$ cat src/rtl/load_store_unit_pkg.sv
// Shared definitions for the load/store unit: memory op encodings, FSM states
// and small decode helpers used by the top and the load aligner.
package load_store_unit_pkg;

    typedef enum logic [2:0] {
        OP_LB  = 3'b000,
        OP_LH  = 3'b001,
        OP_LW  = 3'b010,
        OP_LBU = 3'b011,
        OP_LHU = 3'b100,
        OP_SB  = 3'b101,
        OP_SH  = 3'b110,
        OP_SW  = 3'b111
    } mem_op_e;

    typedef enum logic [1:0] {
        ST_IDLE = 2'd0,
        ST_REQ  = 2'd1,
        ST_FIN  = 2'd2
    } lsu_state_e;

    localparam int unsigned WAIT_CNT_W = 16;

    function automatic logic is_store(input mem_op_e op);
        return (op == OP_SB) || (op == OP_SH) || (op == OP_SW);
    endfunction

    // Halfwords need an even address, words a multiple of four; bytes never fault.
    function automatic logic is_misaligned(input mem_op_e op, input logic [1:0] lane);
        case (op)
            OP_LH, OP_LHU, OP_SH: return lane[0];
            OP_LW, OP_SW:         return lane != 2'b00;
            default:              return 1'b0;
        endcase
    endfunction

endpackage

$ cat src/rtl/load_store_unit_if.sv
// Word-wide memory bus between the load/store unit (master) and memory (slave).
interface load_store_unit_if;
    logic        m_req;
    logic        m_we;
    logic [31:0] m_addr;
    logic [3:0]  m_be;
    logic [31:0] m_wdata;
    logic [31:0] m_rdata;
    logic        m_ack;

    modport master (
        output m_req, m_we, m_addr, m_be, m_wdata,
        input  m_rdata, m_ack
    );

    modport slave (
        input  m_req, m_we, m_addr, m_be, m_wdata,
        output m_rdata, m_ack
    );
endinterface

$ cat src/rtl/load_store_unit_load_align.sv
// Picks the addressed byte/halfword out of a read word and sign- or zero-extends it.
module load_align
    import load_store_unit_pkg::*;
(
    input  mem_op_e     mem_op,
    input  logic [1:0]  lane,
    input  logic [31:0] word,
    output logic [31:0] data
);
    logic [15:0]        shifted;
    logic signed [7:0]  byte_s;
    logic signed [15:0] half_s;

    always_comb begin
        shifted = 16'(word >> {lane, 3'b000});
        byte_s  = shifted[7:0];
        half_s  = shifted[15:0];
        case (mem_op)
            OP_LB:   data = {{24{byte_s[7]}}, byte_s};
            OP_LH:   data = {{16{half_s[15]}}, half_s};
            OP_LBU:  data = {24'd0, byte_s};
            OP_LHU:  data = {16'd0, half_s};
            default: data = word;
        endcase
    end
endmodule

$ cat src/rtl/load_store_unit.sv
// Load/store unit: takes one request from execute, runs a single word-bus
// transaction with timeout, and returns an extended load result or an error.
module load_store_unit
    import load_store_unit_pkg::*;
#(
    parameter int unsigned TIMEOUT = 255
) (
    input  logic              clk,
    input  logic              rst_n,
    input  logic              start,
    input  logic [2:0]        mem_op,
    input  logic [31:0]       addr,
    input  logic [31:0]       wdata,
    output logic              busy,
    output logic              done,
    output logic [31:0]       rdata,
    output logic              addr_err,
    output logic              bus_err,
    load_store_unit_if.master mem
);
    localparam logic [WAIT_CNT_W-1:0] TMO = 16'(TIMEOUT);

    lsu_state_e            state_q, state_d;
    mem_op_e               op_in;
    logic                  mis_in;
    logic                  accept;
    logic [3:0]            be_in;
    logic [31:0]           wdata_in;
    logic [31:0]           load_word;

    mem_op_e               op_p0;
    logic [1:0]            lane_p0;
    logic                  addr_err_p0;
    logic                  bus_err_p0;
    logic [WAIT_CNT_W-1:0] wait_cnt_p0;
    logic                  m_we_p0;
    logic [31:0]           m_addr_p0;
    logic [3:0]            m_be_p0;
    logic [31:0]           m_wdata_p0;

    assign op_in  = mem_op_e'(mem_op);
    assign mis_in = is_misaligned(op_in, addr[1:0]);
    assign accept = (state_q == ST_IDLE) && start;

    // Store lane steering: narrow data is replicated so memory can pick any lane.
    always_comb begin
        be_in    = 4'b1111;
        wdata_in = wdata;
        case (op_in)
            OP_SB: begin
                be_in    = 4'b0001 << addr[1:0];
                wdata_in = {4{wdata[7:0]}};
            end
            OP_SH: begin
                be_in    = addr[1] ? 4'b1100 : 4'b0011;
                wdata_in = {2{wdata[15:0]}};
            end
            default: ;
        endcase
    end

    load_align u_load_align (
        .mem_op (op_p0),
        .lane   (lane_p0),
        .word   (mem.m_rdata),
        .data   (load_word)
    );

    always_ff @(posedge clk or negedge rst_n) begin
        if (!rst_n) state_q <= ST_IDLE;
        else        state_q <= state_d;
    end

    always_comb begin
        state_d = state_q;
        case (state_q)
            ST_IDLE: if (start) state_d = mis_in ? ST_FIN : ST_REQ;
            ST_REQ:  if (mem.m_ack || (wait_cnt_p0 == TMO)) state_d = ST_FIN;
            ST_FIN:  state_d = ST_IDLE;
            default: state_d = ST_IDLE;
        endcase
    end

    always_comb begin
        busy      = state_q != ST_IDLE;
        done      = state_q == ST_FIN;
        mem.m_req = state_q == ST_REQ;
        addr_err  = (state_q == ST_FIN) && addr_err_p0;
        bus_err   = (state_q == ST_FIN) && bus_err_p0;
    end

    // Request capture at accept, then response/timeout tracking while in REQ.
    always_ff @(posedge clk or negedge rst_n) begin
        if (!rst_n) begin
            op_p0       <= OP_LB;
            lane_p0     <= 2'b00;
            addr_err_p0 <= 1'b0;
            bus_err_p0  <= 1'b0;
            wait_cnt_p0 <= '0;
            m_we_p0     <= 1'b0;
            m_addr_p0   <= '0;
            m_be_p0     <= '0;
            m_wdata_p0  <= '0;
            rdata       <= '0;
        end else begin
            if (accept) begin
                op_p0       <= op_in;
                lane_p0     <= addr[1:0];
                addr_err_p0 <= mis_in;
                bus_err_p0  <= 1'b0;
                wait_cnt_p0 <= '0;
                if (!mis_in) begin
                    m_we_p0    <= is_store(op_in);
                    m_addr_p0  <= {addr[31:2], 2'b00};
                    m_be_p0    <= be_in;
                    m_wdata_p0 <= wdata_in;
                end
            end
            if (state_q == ST_REQ) begin
                if (mem.m_ack) begin
                    if (!is_store(op_p0)) rdata <= load_word;
                end else if (wait_cnt_p0 == TMO) begin
                    bus_err_p0 <= 1'b1;
                end else if (wait_cnt_p0 != '1) begin
                    wait_cnt_p0 <= wait_cnt_p0 + 1'b1;
                end
            end
        end
    end

    assign mem.m_we    = m_we_p0;
    assign mem.m_addr  = m_addr_p0;
    assign mem.m_be    = m_be_p0;
    assign mem.m_wdata = m_wdata_p0;

endmodule

$ cat src/flat_wrapper.sv
// flat-port wrapper written by rule: the top's interface ports become plain ports
module load_store_unit_flat import load_store_unit_pkg::*;
#(
    parameter int unsigned TIMEOUT = 255
)
  (clk, rst_n, start, mem_op, addr, wdata, busy, done, rdata, addr_err, bus_err, mem_m_req, mem_m_we, mem_m_addr, mem_m_be, mem_m_wdata, mem_m_rdata, mem_m_ack);
  load_store_unit_if mem_i ();
  input  logic clk;
  input  logic rst_n;
  input  logic start;
  input  logic [2:0] mem_op;
  input  logic [31:0] addr;
  input  logic [31:0] wdata;
  output logic busy;
  output logic done;
  output logic [31:0] rdata;
  output logic addr_err;
  output logic bus_err;
  output wire logic [$bits(mem_i.m_req)-1:0] mem_m_req;
  output wire logic [$bits(mem_i.m_we)-1:0] mem_m_we;
  output wire logic [$bits(mem_i.m_addr)-1:0] mem_m_addr;
  output wire logic [$bits(mem_i.m_be)-1:0] mem_m_be;
  output wire logic [$bits(mem_i.m_wdata)-1:0] mem_m_wdata;
  input wire logic [$bits(mem_i.m_rdata)-1:0] mem_m_rdata;
  input wire logic [$bits(mem_i.m_ack)-1:0] mem_m_ack;
  assign mem_m_req = mem_i.m_req;
  assign mem_m_we = mem_i.m_we;
  assign mem_m_addr = mem_i.m_addr;
  assign mem_m_be = mem_i.m_be;
  assign mem_m_wdata = mem_i.m_wdata;
  assign mem_i.m_rdata = mem_m_rdata;
  assign mem_i.m_ack = mem_m_ack;
  load_store_unit #(.TIMEOUT(TIMEOUT)) u_core (.clk(clk), .rst_n(rst_n), .start(start), .mem_op(mem_op), .addr(addr), .wdata(wdata), .busy(busy), .done(done), .rdata(rdata), .addr_err(addr_err), .bus_err(bus_err), .mem(mem_i));
endmodule
$ cat config.mk
export PLATFORM = sky130hd
export DESIGN_NAME = load_store_unit_flat
export DESIGN_NICKNAME = d
export VERILOG_FILES = /design/src/rtl/load_store_unit_pkg.sv /design/src/rtl/load_store_unit_if.sv /design/src/rtl/load_store_unit_load_align.sv /design/src/rtl/load_store_unit.sv /design/src/flat_wrapper.sv
export SDC_FILE = /design/constraint.sdc
export NUM_CORES = 1
export LEC_CHECK = 0
export ABC_AREA = 1
export CAP_MARGIN = 20
export CELL_PAD_IN_SITES_DETAIL_PLACEMENT = 0
export CELL_PAD_IN_SITES_GLOBAL_PLACEMENT = 1
export CORE_MARGIN = 8
export CORE_UTILIZATION = 30
export DETAILED_ROUTE_END_ITERATION = 12
export PLACE_DENSITY = 0.78
export SYNTH_ARGS = -nofsm -noshare
export SYNTH_HDL_FRONTEND = slang
export SYNTH_SLANG_ARGS = --single-unit
$ cat constraint.sdc
create_clock -name clk -period 2.5 [get_ports clk]
set_clock_uncertainty 0.2 [all_clocks]
set_input_delay 0.5 -clock clk [delete_from_list [all_inputs] [get_ports clk]]
set_output_delay 0.5 -clock clk [all_outputs]
set_load 0.05 [all_outputs]
# == Word level (Yosys, flattened, before mapping) ==
# Cells that the tools add are included.
# classes
add_sub_neg,1
n_mul,0
div,0
n_lt_le_gt_ge,0
eq_ne,18
n_shift,2
n_mux,18
bitwise,2
reduce_logical,17
# ops
operator,n
$pmux 32 s4,1
$mux 16,5
$pmux 32 s2,1
$shr 32x5->16,1
$eq 3x3->1 const B,8
$add 16x1->16 const B,1
$eq 16x8->1 const B,1
$ne 16x16->1 const B,1
$pmux 4 s2,1
$eq 3x1->1 const B,2
$eq 3x2->1 const B,2
$mux 2,3
$logic_or 1x1->1,5
$mux 1,4
$mux 4,1
$pmux 2 s2,1
$reduce_and 2->1,2
$reduce_bool 2->1,2
$shl 1x2->4 const A,1
$logic_and 1x1->1,3
$logic_not 3->1,1
$reduce_and 3->1,1
$reduce_or 3->1,1
$eq 2x1->1 const B,1
7 further kinds,8
# word_totals
ff_bits,124
latchBits,0
ramBits,0
mem_bits_ro,0
inputBits,103
out_inout_bits,106
wordCells,69
memories,0

# == Longest topological paths before layout ==
# Gate-level depths: netlist of run 1.
# logic_depth
depth_word,7
mapped_depth,10
mapped_depth_nobuf,9

# == Modules after synthesis ==
# From an unflattened synthesis of run 1, not the netlist that was laid out.
# hier_totals
hier_cells,841
hier_area_um2,6527.5
# by_module_without_submodules
mod,instances,cells_each,area_per_inst_um2,seq_area_each_um2
load_store_unit,1,640,5597.9,3103.0
load_align,1,201,929.6,0.0

# == Least setup slack after synthesis of run 1 ==
# OpenSTA, ideal clock, no wires.
# synth_timing
path_kind,flip-flop to output port
startpoint,reg u_core.state_q[0]
endpoint,out bus_err
arrival_time_ns,1.596
required_time_ns,1.800
setup_slack_ns,0.204
path_stages_with_launch,2
path_buffers,0
cell_sequence,dfrtp_1 > nor3b_1
# synth_between
elab_chain_len,2
# synth_lines
element,line_no,rtl
start: declaration,load_store_unit.sv:23,"lsu_state_e state_q, state_d;"
start signal: assignment,load_store_unit.sv:71,else state_q <= state_d;
$eq 2x2->1,load_store_unit.sv:89,bus_err = (state_q == ST_FIN) && bus_err_p0;
$logic_and 1x1->1,load_store_unit.sv:89,
end: declaration,flat_wrapper.sv:18,output logic bus_err;
# Every way passes these cells.

# == Worst setup path after layout of run 1 ==
# layout_timing
startpoint,"reg u_core.m_be_p0[2], in the netlist u_core.mem.m_be[2]"
endpoint,out mem_m_be[2]
# layout_rtl
element,line_no,rtl
start: declaration,load_store_unit.sv:38,logic [3:0] m_be_p0;
start signal: assignment,load_store_unit.sv:115,m_be_p0 <= be_in;
end: declaration,flat_wrapper.sv:22,output wire logic [$bits(mem_i.m_be)-1:0] mem_m_be;
# No word-level cell between the ends.

==> metrics.md, run 1 <==
| Metric | Value |
|---|---|
| Mapped Area | roughly 6500 um^2 |
| Pint | 6.86 mW |
| Chip height | 163 um |
| Switch share | 48.8% |
| Die Width | ~160 um |
| DRT Pass-1 Iters | 5 |
| Clock network fraction of design power | 19.3% |
| Max layer used | met4 |
| DP Wirelength | 15500 um |
| WP data required | 1.80 ns |
| Reg2Reg Depth | 9 |
| DIE AREA | 26600 um^2 |
| Min cycle time layout | 2.38 ns |
| Kind of end point of the critical path | output port |
| Static Leak | 4.63 nW |
| Top-count cell post-synth | nand2_1 |
| Std cell rows | 54 |
| Reg-to-reg startpoint | u_core.wait_cnt_p0[0]$_DFF_PN0_ |
| # IOs | 209 |
| Fin Setup TNS | 0 ns |
| Slowest cell on the critical path | clkdlybuf4s50_1 |
| First-pass GRT wire length | 34100 um |
| Vias post-DR | 6340 |
| Worst VDD drop | 0.741 mV |
| FF+latch count, synth | 124 |
| Initial antenna violation count | 0 |
| Post-CTS Repair Setup Buffers | 0 |
| Core ar. | approximately 22000 um^2 |
| Period utilisation layout | between 90 and 100% |
| Slew HR | 56.3% |
| Share of layout cells above drive strength 1 | 10.2% |
| Number of nets in the layout | 1193 |
| Setup crit start kind | flop |
| Hold path start | u_core.mem.m_addr[14]$_DFFE_PN0P_ |
| DRC Markers | 0 |
| Port bufs | roughly 210 |
| Area grow syn2layout | 47.1% |
| ANT nets after route | 0 |
| Top post-synthesis cells by area | dfrtp_1 48%, nand2_1 21%, nand3_1 5.3% |
| NetSw | approximately 6.5 mW |
| Synth warn | 0 |
| Worst-path cell chain | clkdlybuf4s50_1 |
| Largest fanout on the critical path | 2 |
| FMAX | 421 MHz |
| Seq/Total Area, Yosys | 47.8% |
| Total routed wirelength | 20800 um |
| Top cell type's share of synthesized area | 47.8% |
| Crit Reg-Reg Endpoint | u_core.wait_cnt_p0[4]$_DFF_PN0_ |
| Metal-1 WL | 9060 um |
| Gate power share | 55.0% |
| CP arrival | around 1.7 ns |
| RSZ-0062 raised after global routing | no |
| Post-CTS Resized | 0 |
| Power per Cell Area | about 1400 nW/um^2 |
| WL/cell | 15.1 um |
| Worst-margin pin slew | 0.650 ns |
| Clock transition at path regs | 0.06 ns |
| EDFF count, synth | 0 |
| Worst Hold Class | reg2reg |
| Number of distinct library cells after synthesis | 37 |
| Final instance area | about 9500 um^2 |
| Cell depth of the worst min-delay path | 2 |
| Final setup viols | 0 |
| Flop2flop setup slack | 0.46 ns |
| Biggest cell delay along the critical path | 0.90 ns |
| Initial DRC count | 385 |
| Crit path kind | reg2out |
| Starting Density | 30.1% |
| Routed wl met3 | 2010 um |
| Largest area contributor in the netlist | dfrtp_1 |
| Worst-Skew Late Latency | 0.41 ns |
| Total GRT Usage | between 15 and 20% |
| CTS tree | yes |
| Ys async rst share | 100% |
| Area post-placement | 8930 um^2 |
| Vias in the first global route | 6442 |
| Placer Congestion | 0.865 |
| H-Tree Depth | 4 |
| Fill cells | 2224 |
| Final slew viol count | 0 |
| Cts hold-fix bufs | 1 |
| Post-Syn Instances | between 800 and 900 |
| Clock Path Buffers | 2 |
| Outcome | completed |
| CP Buf/Inv Count | 1 |
| Ant diodes | 0 |
| Clock sink total | 124 |
| Final Hold Fails | 0 |
| CP delay by family, top | buffers and inverters |
| DR WL met2 | ~9500 um |
| Grt ovf | 0 |
| Commonest cells post-synth | 357 x nand2_1, 124 x dfrtp_1, 69 x nand3_1, 64 x inv_1, 50 x o21ai_0 |
| Flop pwr share | 25.6% |
| Total CTS buffers | 17 |
| Worst Hold Path EP | u_core.mem.m_addr[14]$_DFFE_PN0P_ |
| Max-Cap Viols | 0 |
| Largest net degree at the start of global routing | 57 |
| CTS root buffer | clkbuf_16 |
| Syn avg cell area | approximately 7.4 um^2 |
| Vias per std cell | 4.59 |
| Dominant synthesized flop cell | dfrtp_1 |
==> worst max-delay path by stage <==
stage | from | end | slack (ns) | cells after the start
2_1_floorplan | u_core.state_q[0]$_DFFE_PN0P_ | bus_err | 0.20 | 1
3_3_place_gp | mem_op[0] | u_core.mem.m_be[1]$_DFFE_PN0P_ | -0.38 | 9
3_5_place_dp | mem_op[0] | u_core.mem.m_wdata[26]$_DFFE_PN0P_ | -0.02 | 11
4_1_cts | u_core.mem.m_be[2]$_DFFE_PN0P_ | mem_m_be[2] | 0.10 | 1
5_1_grt | u_core.mem.m_be[2]$_DFFE_PN0P_ | mem_m_be[2] | 0.07 | 1
6_report | u_core.mem.m_be[2]$_DFFE_PN0P_ | mem_m_be[2] | 0.12 | 1
==> per-layer routing <==
metal | global-route usage [%] | vias up
met5 | 0 | -
met4 | 4.17 | 0
met3 | 6.85 | 19
met2 | 25.4 | 208
met1 | 19.7 | 2921
li1 | - | 3192
==> power by group through the flow <==
stage | combinational, mW | clock (mW) | sequential (mW)
6_report | 7.37 | 2.59 | 3.44
4_1_cts | 7.47 | 2.67 | 3.45
2_1_floorplan | 2.29 | 0 | 5.99
3_5_place_dp | 7.45 | 0 | 3.45
5_1_grt | 7.96 | 2.76 | 3.56
3_3_place_gp | 7.42 | 0 | 3.44
==> layout by cell type (no fill, tap or decap), types with 5 or more instances in the layout <==
cell type,Yosys,final
nand2_1,357,357
o211ai_1,7,7
or2_2,11,11
inv_6,0,5
buf_4,8,29
o21ai_2,11,11
o21ai_0,50,50
nand3_1,69,69
inv_1,64,64
a21oi_1,39,39
nor2_1,41,41
clkdlybuf4s50_1,0,200
dfrtp_1,124,124
o21ai_1,17,17
clkbuf_16,0,17
inv_2,7,7
==> through the flow <==
step	utilization, %	worst slack, ns	power (mW)	hold slack, ns	instances
floorplan	-	0.204	8.28	0.00441	873
global placement	41.3	-0.380	10.9	0.252	1348
detailed placement	41.4	-0.0195	10.9	0.258	1349
CTS	44.3	0.102	13.6	0.272	1382
global route	44.3	0.0730	14.3	0.294	1382
finish	44.3	0.122	13.4	0.267	1382
==> registers in the layout, summed over array words and instances (netlist names) <==
name                count
u_core.bus_err_p0       1
u_core.state_q          2
u_core.rdata           32
u_core.op_p0            3
u_core.mem.m_we         1
u_core.addr_err_p0      1
u_core.lane_p0          2
u_core.mem.m_addr      30
u_core.mem.m_wdata     32
u_core.wait_cnt_p0     16
u_core.mem.m_be         4
==> cell type report <==
cell class / count / area (um^2) / share of cell area [%]
inverter: 71 / 267 / 2.79
timing repair buffer: 236 / 2340 / 24.5
clock inverter: 14 / 183 / 1.91
sequential: 124 / 3100 / 32.5
tap: 280 / 350 / 3.67
clock buffer: 18 / 429 / 4.49
multi-input combinational: 639 / 2880 / 30.2
==> cells by family (layout without fill, tap and decap cells) <==
family / after synthesis / after routing / share of synthesized area, %
AOI/OAI and AO/OA: 126 / 126 / 10.7
xor gates and xnor gates: 2 / 2 / 0.270
adders and majority gates: 1 / 1 / 0.193
buffers and inverters: 110 / 339 / 7.90
DFF: 124 / 124 / 47.8
other: 1 / 2 / 0.0578
and+or+nand+nor: 508 / 508 / 33.1
Note: power is estimated with default switching activity, not from simulation.
==> inputs of run 2 (changes only) <==
--- a/config.mk
+++ b/config.mk
@@ -12,7 +12,7 @@
 export CORE_MARGIN = 8
 export CORE_UTILIZATION = 30
 export DETAILED_ROUTE_END_ITERATION = 12
-export PLACE_DENSITY = 0.78
+export PLACE_DENSITY = 0.87
 export SYNTH_ARGS = -nofsm -noshare
 export SYNTH_HDL_FRONTEND = slang
 export SYNTH_SLANG_ARGS = --single-unit
==> metrics.md, run 2 (same netlist as run 1, synthesis figures left out) <==
| Metric | Value |
|---|---|
| Outcome | completed |
| DRC Markers | 0 |
| Initial antenna violation count | 0 |
| Largest fanout on the critical path | 2 |
| Grt ovf | 0 |
| Fill cells | 2205 |
| Hold slack | between 0.2 and 0.3 ns |
| DRT Pass-1 Iters | 5 |
| Clock sink total | 124 |
| Biggest cell delay along the critical path | 0.82 ns |
| Period utilisation layout | 93.2% |
| Power per Cell Area | about 1400 nW/um^2 |
| First-pass GRT wire length | 33500 um |
| Pint | about 6.8 mW |
| Slowest cell on the critical path | clkdlybuf4s50_1 |
| Clock network fraction of design power | about a fifth |
| GR Layer Usage met1 | 19.3% |
| Setup crit start kind | flop |
| CP delay by family, top | buffers and inverters |
| DP Wirelength | 15400 um |
| Chip height | 163 um |
| CP arrival | 1.63 ns |
| Ant diodes | 0 |
| Number of nets in the layout | 1195 |
| Commonest cells after routing, fill and taps aside | 357 x nand2_1, 200 x clkdlybuf4s50_1, 124 x dfrtp_1, 69 x nand3_1, 64 x inv_1 |
| Core ar. | around 22000 um^2 |
| Met3 usage | under 10% |
| # IOs | 209 |
| CTS tree | yes |
| CTS root buffer | clkbuf_16 |
| Combined area of the multi-input logic cells | about 2900 um^2 |
| Clock transition at path regs | approximately 0.06 ns |
| Crit path kind | reg2out |
| Most used routing layer | met2 |
| Fin Setup TNS | 0 ns |
| Initial DRC count | 361 |
| Die Width | between 150 and 200 um |
| WL/cell | 14.8 um |
| Met2 Use GR | 24.9% |
| CP Buf/Inv Count | 1 |
| Port bufs | 206 |
| Total CTS buffers | 17 |
| Worst-Skew Late Latency | roughly 0.42 ns |
| FMAX | about 430 MHz |
| DIE AREA | 26600 um^2 |
| Largest net degree at the start of global routing | 53 |
| Static Leak | approximately 4.6 nW |
| Post-CTS Resized | 0 |
| H-Tree Depth | 4 |
| Min cycle time layout | 2.33 ns |
| Gate power share | 55.4% |
| Kind of end point of the critical path | output port |
| Max-Cap Viols | 0 |
| Vias per std cell | 4.54 |
| Flop pwr share | around 26% |
| Switch share | 49.0% |
| Worst Hold Class | reg2reg |
| Starting Density | a little under a third |
| Final setup viols | 0 |
| Placer Congestion | 0.892 |
| Total GRT Usage | about 16% |
| NetSw | 6.52 mW |
| WP data required | 1.80 ns |
| Register Area | roughly 3100 um^2 |
| Area grow syn2layout | 47.1% |
| Slew HR | 52.0% |
| ANT nets after route | 0 |
| Final slew viol count | 0 |
| Flop2flop setup slack | approximately 0.43 ns |
| Share of layout cells above drive strength 1 | between 10% and 20% |
| Final Hold Fails | 0 |
| Worst-path cell chain | clkdlybuf4s50_1 |
| Std cell rows | 54 |
| Commonest non-fill, non-tap cell in the layout | nand2_1 |
| Worst VDD drop | 0.769 mV |
| Vias in the first global route | 6390 |
| Total routed wirelength | 20500 um |
| Worst-margin pin slew | 0.719 ns |
| RSZ-0062 raised after global routing | no |
| Vias post-DR | 6279 |
| Clock Path Buffers | 2 |
==> run 2: changes by cell type in the layout (fill, tap and decap cells not counted) <==
cell        previous run  this run
buf_4                 29        32
buf_12                 4         5
buf_6                  1         0
buf_8                  1         0
bufinv_16              3         2
clkbuf_1               1         0
clkbuf_8               0         1
clkinv_2               1         2
clkinv_4               2         1
clkinvlp_4             2         3
==> run 2: cell type report <==
class                      instances  share of cell area [%]
multi-input combinational        639                    30.2
tap                              280                    3.67
timing repair buffer             238                    24.6
inverter                          71                    2.79
sequential                       124                    32.5
clock inverter                    14                    1.64
clock buffer                      18                    4.60
==> run 2: per-stage QoR <==
step / power, mW / cell area (um^2) / utilization [%] / instances / setup slack (ns)
2_1_floorplan: 8.28 / 6500 / - / 873 / 0.204
3_3_place_gp: 10.8 / 8940 / 41.5 / 1351 / 0.104
3_5_place_dp: 10.9 / 8940 / 41.5 / 1351 / 0.0720
4_1_cts: 13.5 / 9550 / 44.3 / 1384 / 0.134
5_1_grt: 14.1 / 9550 / 44.3 / 1384 / 0.102
6_report: 13.3 / 9550 / 44.3 / 1384 / 0.171
==> run 2: routing by layer <==
metal | up-vias | share of wire (%)
met3 | 27 | 9.3
li1 | 3200 | -
met1 | 2854 | 44
met2 | 198 | 45
met5 | - | 0
met4 | 0 | 1.6
==> run 2: path summary, 6_finish.rpt <==
check,end,cells past startpoint,start
worst min register to register,u_core.mem.m_addr[15]$_DFFE_PN0P_,2,u_core.mem.m_addr[15]$_DFFE_PN0P_
max in group asynchronous,u_core.mem.m_wdata[24]$_DFFE_PN0P_,3,rst_n
worst min-delay path,u_core.mem.m_addr[15]$_DFFE_PN0P_,2,u_core.mem.m_addr[15]$_DFFE_PN0P_
worst max register to register,u_core.wait_cnt_p0[4]$_DFF_PN0_,9,u_core.wait_cnt_p0[0]$_DFF_PN0_
min in group asynchronous,u_core.rdata[19]$_DFFE_PN0P_,2,rst_n
worst max-delay path,mem_m_addr[7],1,u_core.mem.m_addr[7]$_DFFE_PN0P_
==> run 2: what timing repair did <==
item                                   CTS  global route
buffers inserted                         0             0
hold buffers                             1             0
endpoints found under the hold margin   48             0
==> run 2: power groups by stage <==
stage	clock (mW)	sequential (mW)	combinational (mW)
final	2.52	3.41	7.38
after global routing	2.68	3.52	7.92
after CTS	2.59	3.42	7.46
after detailed placement	0	3.42	7.44
after global placement	0	3.42	7.40
after floorplan	0	5.99	2.29
==> run 2: worst reg2reg max path: stages, from the launching register on <==
cell and delay (ns):
dfrtp_1 0.41, ha_1 0.25, nand2_2 0.10, nor3_2 0.23, nand2_1 0.24, nand3_2 0.15
buf_4 0.19, nand2_1 0.06, o21ai_1 0.07, inv_1 0.05
==> inputs of run 3 (changes only) <==
--- a/config.mk
+++ b/config.mk
@@ -6,7 +6,6 @@
 export NUM_CORES = 1
 export LEC_CHECK = 0
 export ABC_AREA = 1
-export CAP_MARGIN = 20
 export CELL_PAD_IN_SITES_DETAIL_PLACEMENT = 0
 export CELL_PAD_IN_SITES_GLOBAL_PLACEMENT = 1
 export CORE_MARGIN = 8
==> results of run 3 <==
No change in the layout: final DEF, timing and power equal those of run 2.
